### src/rtl/gpio_in_reg.sv
// GPIO input register: per-pin synchroniser and debounce filter, edge capture into
// sticky write-1-to-clear status, and a level interrupt derived from that status.
module gpio_in_reg #(
  parameter int WIDTH       = 8,
  parameter int SYNC_STAGES = 2,
  parameter int DEBOUNCE    = 4
) (
  input  logic             clk,
  input  logic             rst_n,
  input  logic [WIDTH-1:0] gpio_in,
  input  logic [1:0]       addr,
  input  logic             we,
  input  logic [7:0]       wdata,
  output logic [7:0]       rdata,
  output logic             irq
);

  localparam int CW = $clog2(DEBOUNCE) + 1;
  localparam logic [CW-1:0] CNT_LAST = CW'(DEBOUNCE - 1);

  logic [WIDTH-1:0] sync_q [SYNC_STAGES];
  logic [CW-1:0]    cnt_q  [WIDTH];
  logic [WIDTH-1:0] sync_out;
  logic [WIDTH-1:0] pin_q;
  logic [WIDTH-1:0] rise_en_q;
  logic [WIDTH-1:0] fall_en_q;
  logic [WIDTH-1:0] status_q;
  logic [WIDTH-1:0] update;
  logic [WIDTH-1:0] set_bits;
  logic [WIDTH-1:0] clr_bits;

  always_ff @(posedge clk) begin
    if (!rst_n) begin
      for (int s = 0; s < SYNC_STAGES; s++) sync_q[s] <= '0;
    end else begin
      sync_q[0] <= gpio_in;
      for (int s = 1; s < SYNC_STAGES; s++) sync_q[s] <= sync_q[s-1];
    end
  end

  assign sync_out = sync_q[SYNC_STAGES-1];

  always_comb begin
    update = '0;
    for (int i = 0; i < WIDTH; i++)
      update[i] = (sync_out[i] != pin_q[i]) && (cnt_q[i] == CNT_LAST);
  end

  // Any cycle of agreement with the filtered level restarts the count.
  always_ff @(posedge clk) begin
    if (!rst_n) begin
      pin_q <= '0;
      for (int i = 0; i < WIDTH; i++) cnt_q[i] <= '0;
    end else begin
      for (int i = 0; i < WIDTH; i++) begin
        if (sync_out[i] == pin_q[i]) begin
          cnt_q[i] <= '0;
        end else if (update[i]) begin
          pin_q[i] <= sync_out[i];
          cnt_q[i] <= '0;
        end else begin
          cnt_q[i] <= cnt_q[i] + CW'(1);
        end
      end
    end
  end

  // The new filtered level equals sync_out on an update, so it gives the edge direction.
  assign set_bits = (update & sync_out & rise_en_q) | (update & ~sync_out & fall_en_q);
  assign clr_bits = (we && addr == 2'd3) ? wdata[WIDTH-1:0] : '0;

  always_ff @(posedge clk) begin
    if (!rst_n) begin
      rise_en_q <= '0;
      fall_en_q <= '0;
      status_q  <= '0;
    end else begin
      if (we && addr == 2'd1) rise_en_q <= wdata[WIDTH-1:0];
      if (we && addr == 2'd2) fall_en_q <= wdata[WIDTH-1:0];
      status_q <= (status_q & ~clr_bits) | set_bits;
    end
  end

  assign irq = |status_q;

  always_comb begin
    rdata = '0;
    case (addr)
      2'd0:    rdata[WIDTH-1:0] = pin_q;
      2'd1:    rdata[WIDTH-1:0] = rise_en_q;
      2'd2:    rdata[WIDTH-1:0] = fall_en_q;
      default: rdata[WIDTH-1:0] = status_q;
    endcase
  end

endmodule
### config.mk
export PLATFORM = sky130hd
export DESIGN_NAME = gpio_in_reg
export DESIGN_NICKNAME = d
export VERILOG_FILES = /design/src/rtl/gpio_in_reg.sv
export SDC_FILE = /design/constraint.sdc
export NUM_CORES = 1
export LEC_CHECK = 0
export ABC_CLOCK_PERIOD_IN_PS = 2000
export CAP_MARGIN = 0
export CORE_UTILIZATION = 61
export CTS_CLUSTER_SIZE = 10
export DETAILED_ROUTE_END_ITERATION = 8
export PLACE_DENSITY_LB_ADDON = 0.25
export RECOVER_POWER = 50
export SKIP_LAST_GASP = 1
export SLEW_MARGIN = 20
export SYNTH_ARGS = -nofsm -noshare
export SYNTH_HDL_FRONTEND = slang
export SYNTH_SLANG_ARGS = --single-unit
### constraint.sdc
create_clock -name clk -period 2 [get_ports clk]
set_input_delay 0.2 -clock clk [delete_from_list [all_inputs] [get_ports clk]]
set_output_delay 0.2 -clock clk [all_outputs]
set_load 0.01 [all_outputs]
==> impl_metrics.yaml <==
yosys:
  syn_inst: 283
  ys_ff_latch: 72
  yosysUniqueCellTypes: 22
  synth_top_area_share_pct: 29.2
  netlist_top_cells_area: "dfxtp_1, edfxtp_1, mux2i_1"
  syn_area_per_cell_um2: 11.6
  yosysTopAreaCell: "dfxtp_1"
  yosysWarnings: 0
  synth_area_mm2: 0.00329
  ys_seq_area_share_pct: 51.1
critical_path:
  r2r-end: "cnt_q[1][6]"
  crit_type: "primary input to output pin"
  start_kind: "primary input"
  r2r-start: "cnt_q[1][6]"
  end_kind: "output pin"
  crit_fanout: 11
  arrival_ns: 1.74
  regToRegSetupSlack_ns: 0.63
  required_ns: 1.80
  reg2reg_depth: 4
sta:
  hold_viol_final: 0
  fin_skew_ns: 0.00543
  worst_slew_pin_slew_ns: 0.807
  fin_crit_ns: 1.94
  postLayoutSetupSlackWorst_ns: 0.0592
  max_freq_ghz: 0.515
  rsz0062_at_grt: "false"
  period_share_pct: 97.0
  relSlewSlack_pct: 46.2
  slew_viol_final: 0
  setup_viol_count_final: 0
final_layout:
  fillCellCount: 396
  n_antenna_cell: 0
  fin_nets: 376
  mostFrequentLayoutCells: "dfxtp_1, nand3b_1"
  multiInputGateArea_mm2: 0.00155
  fin_util_pct: 75.3
  regArea_mm2: 0.00168
  layout_commonest_cell: "dfxtp_1"
  area_growth_pct: 17.6
  post_route_cells_drive_above_1_share_pct: 7.56
pwr:
  p_sw_mw: 0.610
  netSwitchingFraction_pct: 22.3
  p_int_mw: 2.12
  power_frac_seq_pct: 58.1
  p_comb_share_pct: 7.7
  p_leak_nw: 1.72
  p_per_area_mw_per_mm2: 706
  clkPwrFrac_pct: 34.3
  ir_drop_mv: 0.461
worst_hold_path:
  min_to: "pin_q[7]"
  hp-class: "primary input to register"
  hold_start: "rst_n"
  min_delay_path_depth: 2
floorplan:
  die_y_um: 75.4
  design.core.area_mm2: 0.00514
  start_util_pct: 64.0
  die_x_um: 75.4
  rows: 26
  pin_count: 30
  die_area_mm2: 0.00569
placement:
  gp_congestion: 0.758
  io_buffers: 29
  dp_slack_ns: -0.130
  hpwl_um: 3720
clock_network:
  cts-root-buf: "clkbuf_8"
  path_clk_slew_ns: 0.07
  cts.sinks: 72
  cts_tree: "built"
  cts.htree.levels: 3
  post_cts_buffers: 0
  clockBufferDepth: 2
  clock_latency_ns: 0.34
  cts_buffers: 9
  hold_buffers: 0
  post_cts_resized: 8
route:
  wl_um: 5220
  drtIter0Drc: 99
  drc: 0
  wire_per_inst_um: 12.6
  via_count: 2070
  drt-pass1-iter-count: 4
  drtAntennaViolNets: 0
  avgViaCountPerCell: 5.00
global_routing:
  overflow: 0
  grt_pass1_vias: 1912
  antenna_found_initial: 0
  grt_first_pass_wirelength_um: 8380
  grt_util_all_layers_pct: 20.8
  grt_max_degree: 50
run:
  max_cap_viol_count: 0
outcome:
  outcome: "complete, no violations"
## through the flow
stage	hold WS (ns)	instance area, µm²	power (mW)	instances	setup TNS [ns]
4_1_cts	0.251	3880	2.76	414	0
5_1_grt	0.419	3870	2.84	414	0
3_3_place_gp	0.415	3740	1.83	398	-0.830
6_report	0.374	3870	2.73	414	0
3_5_place_dp	0.423	3740	1.84	398	-0.821
2_1_floorplan	0.327	3380	1.75	306	0
## critical path, cell delays in order
cell	delay [ns]
clkdlybuf4s50_1	0.50
buf_12	0.15
mux4_1	0.58
dlygate4sd2_1	0.31
## cells in the mapped netlist
master,instances
nor4_1,2
nor2_1,24
a31o_2,8
and3_2,1
buf_4,1
buf_2,3
xor2_1,8
nand3b_1,25
mux2i_1,24
mux4_1,8
buf_6,4
clkbuf_1,4
a21oi_1,8
dfxtp_1,48
nand2_1,17
nor2b_1,24
inv_1,16
nand3b_4,1
conb_1,1
ha_1,16
edfxtp_1,24
and2_1,16
## sequential cells by signal, indices dropped and copies added (netlist names)
name and cells:
fall_en_q 8, status_q 8, rise_en_q 8, pin_q 8, cnt_q 24, sync_q 16
## worst max path at each step
stage | start | endpoint | slack (ns) | cells past startpoint
CTS | addr[0] | rdata[3] | 0.06 | 4
detailed placement | addr[0] | rdata[3] | -0.13 | 4
global route | addr[0] | rdata[3] | 0.03 | 4
global placement | addr[0] | rdata[3] | -0.14 | 4
finish | addr[0] | rdata[3] | 0.06 | 4
floorplan | cnt_q[1][9] | cnt_q[1][10] | 0.80 | 4
## power by group through the flow
stage / logic, mW / clock network (mW) / registers [mW]
finish: 0.209 / 0.935 / 1.59
floorplan: 0.137 / 0 / 1.61
global route: 0.234 / 1.02 / 1.59
detailed placement: 0.217 / 0 / 1.62
global placement: 0.212 / 0 / 1.62
CTS: 0.216 / 0.955 / 1.59
## final cells by class
cell class / instances / share of cell area (%)
Clock buffer: 14 / 3.69
Clock inverter: 2 / 0.259
Inverter: 16 / 1.55
Multi-Input combinational cell: 206 / 40.1
Sequential cell: 72 / 43.5
Tap cell: 70 / 2.26
Timing Repair Buffer: 34 / 8.64
## cell families (layout without fill, tap and decap cells)
| group | Yosys count | in the layout | synth area share, % |
|---|---|---|---|
| compound gates | 16 | 16 | 3.35 |
| xor+xnor | 8 | 8 | 2.13 |
| fa+ha+maj | 16 | 16 | 6.08 |
| buf+inv | 28 | 66 | 4.33 |
| flops | 72 | 72 | 51.1 |
| mux | 32 | 32 | 13.7 |
| other cells | 1 | 24 | 0.114 |
| simple gates | 110 | 110 | 19.2 |
## per-layer routing
metal | global-route usage, % | up-vias | part of all wire [%]
met5 | 0 | - | 0
met2 | 34.6 | 29 | 50
li1 | - | 1072 | -
met1 | 24.4 | 958 | 45
met3 | 4.63 | 11 | 2.5
met4 | 13.6 | 0 | 2.4
No activity file was read; power rests on OpenSTA's default activity.
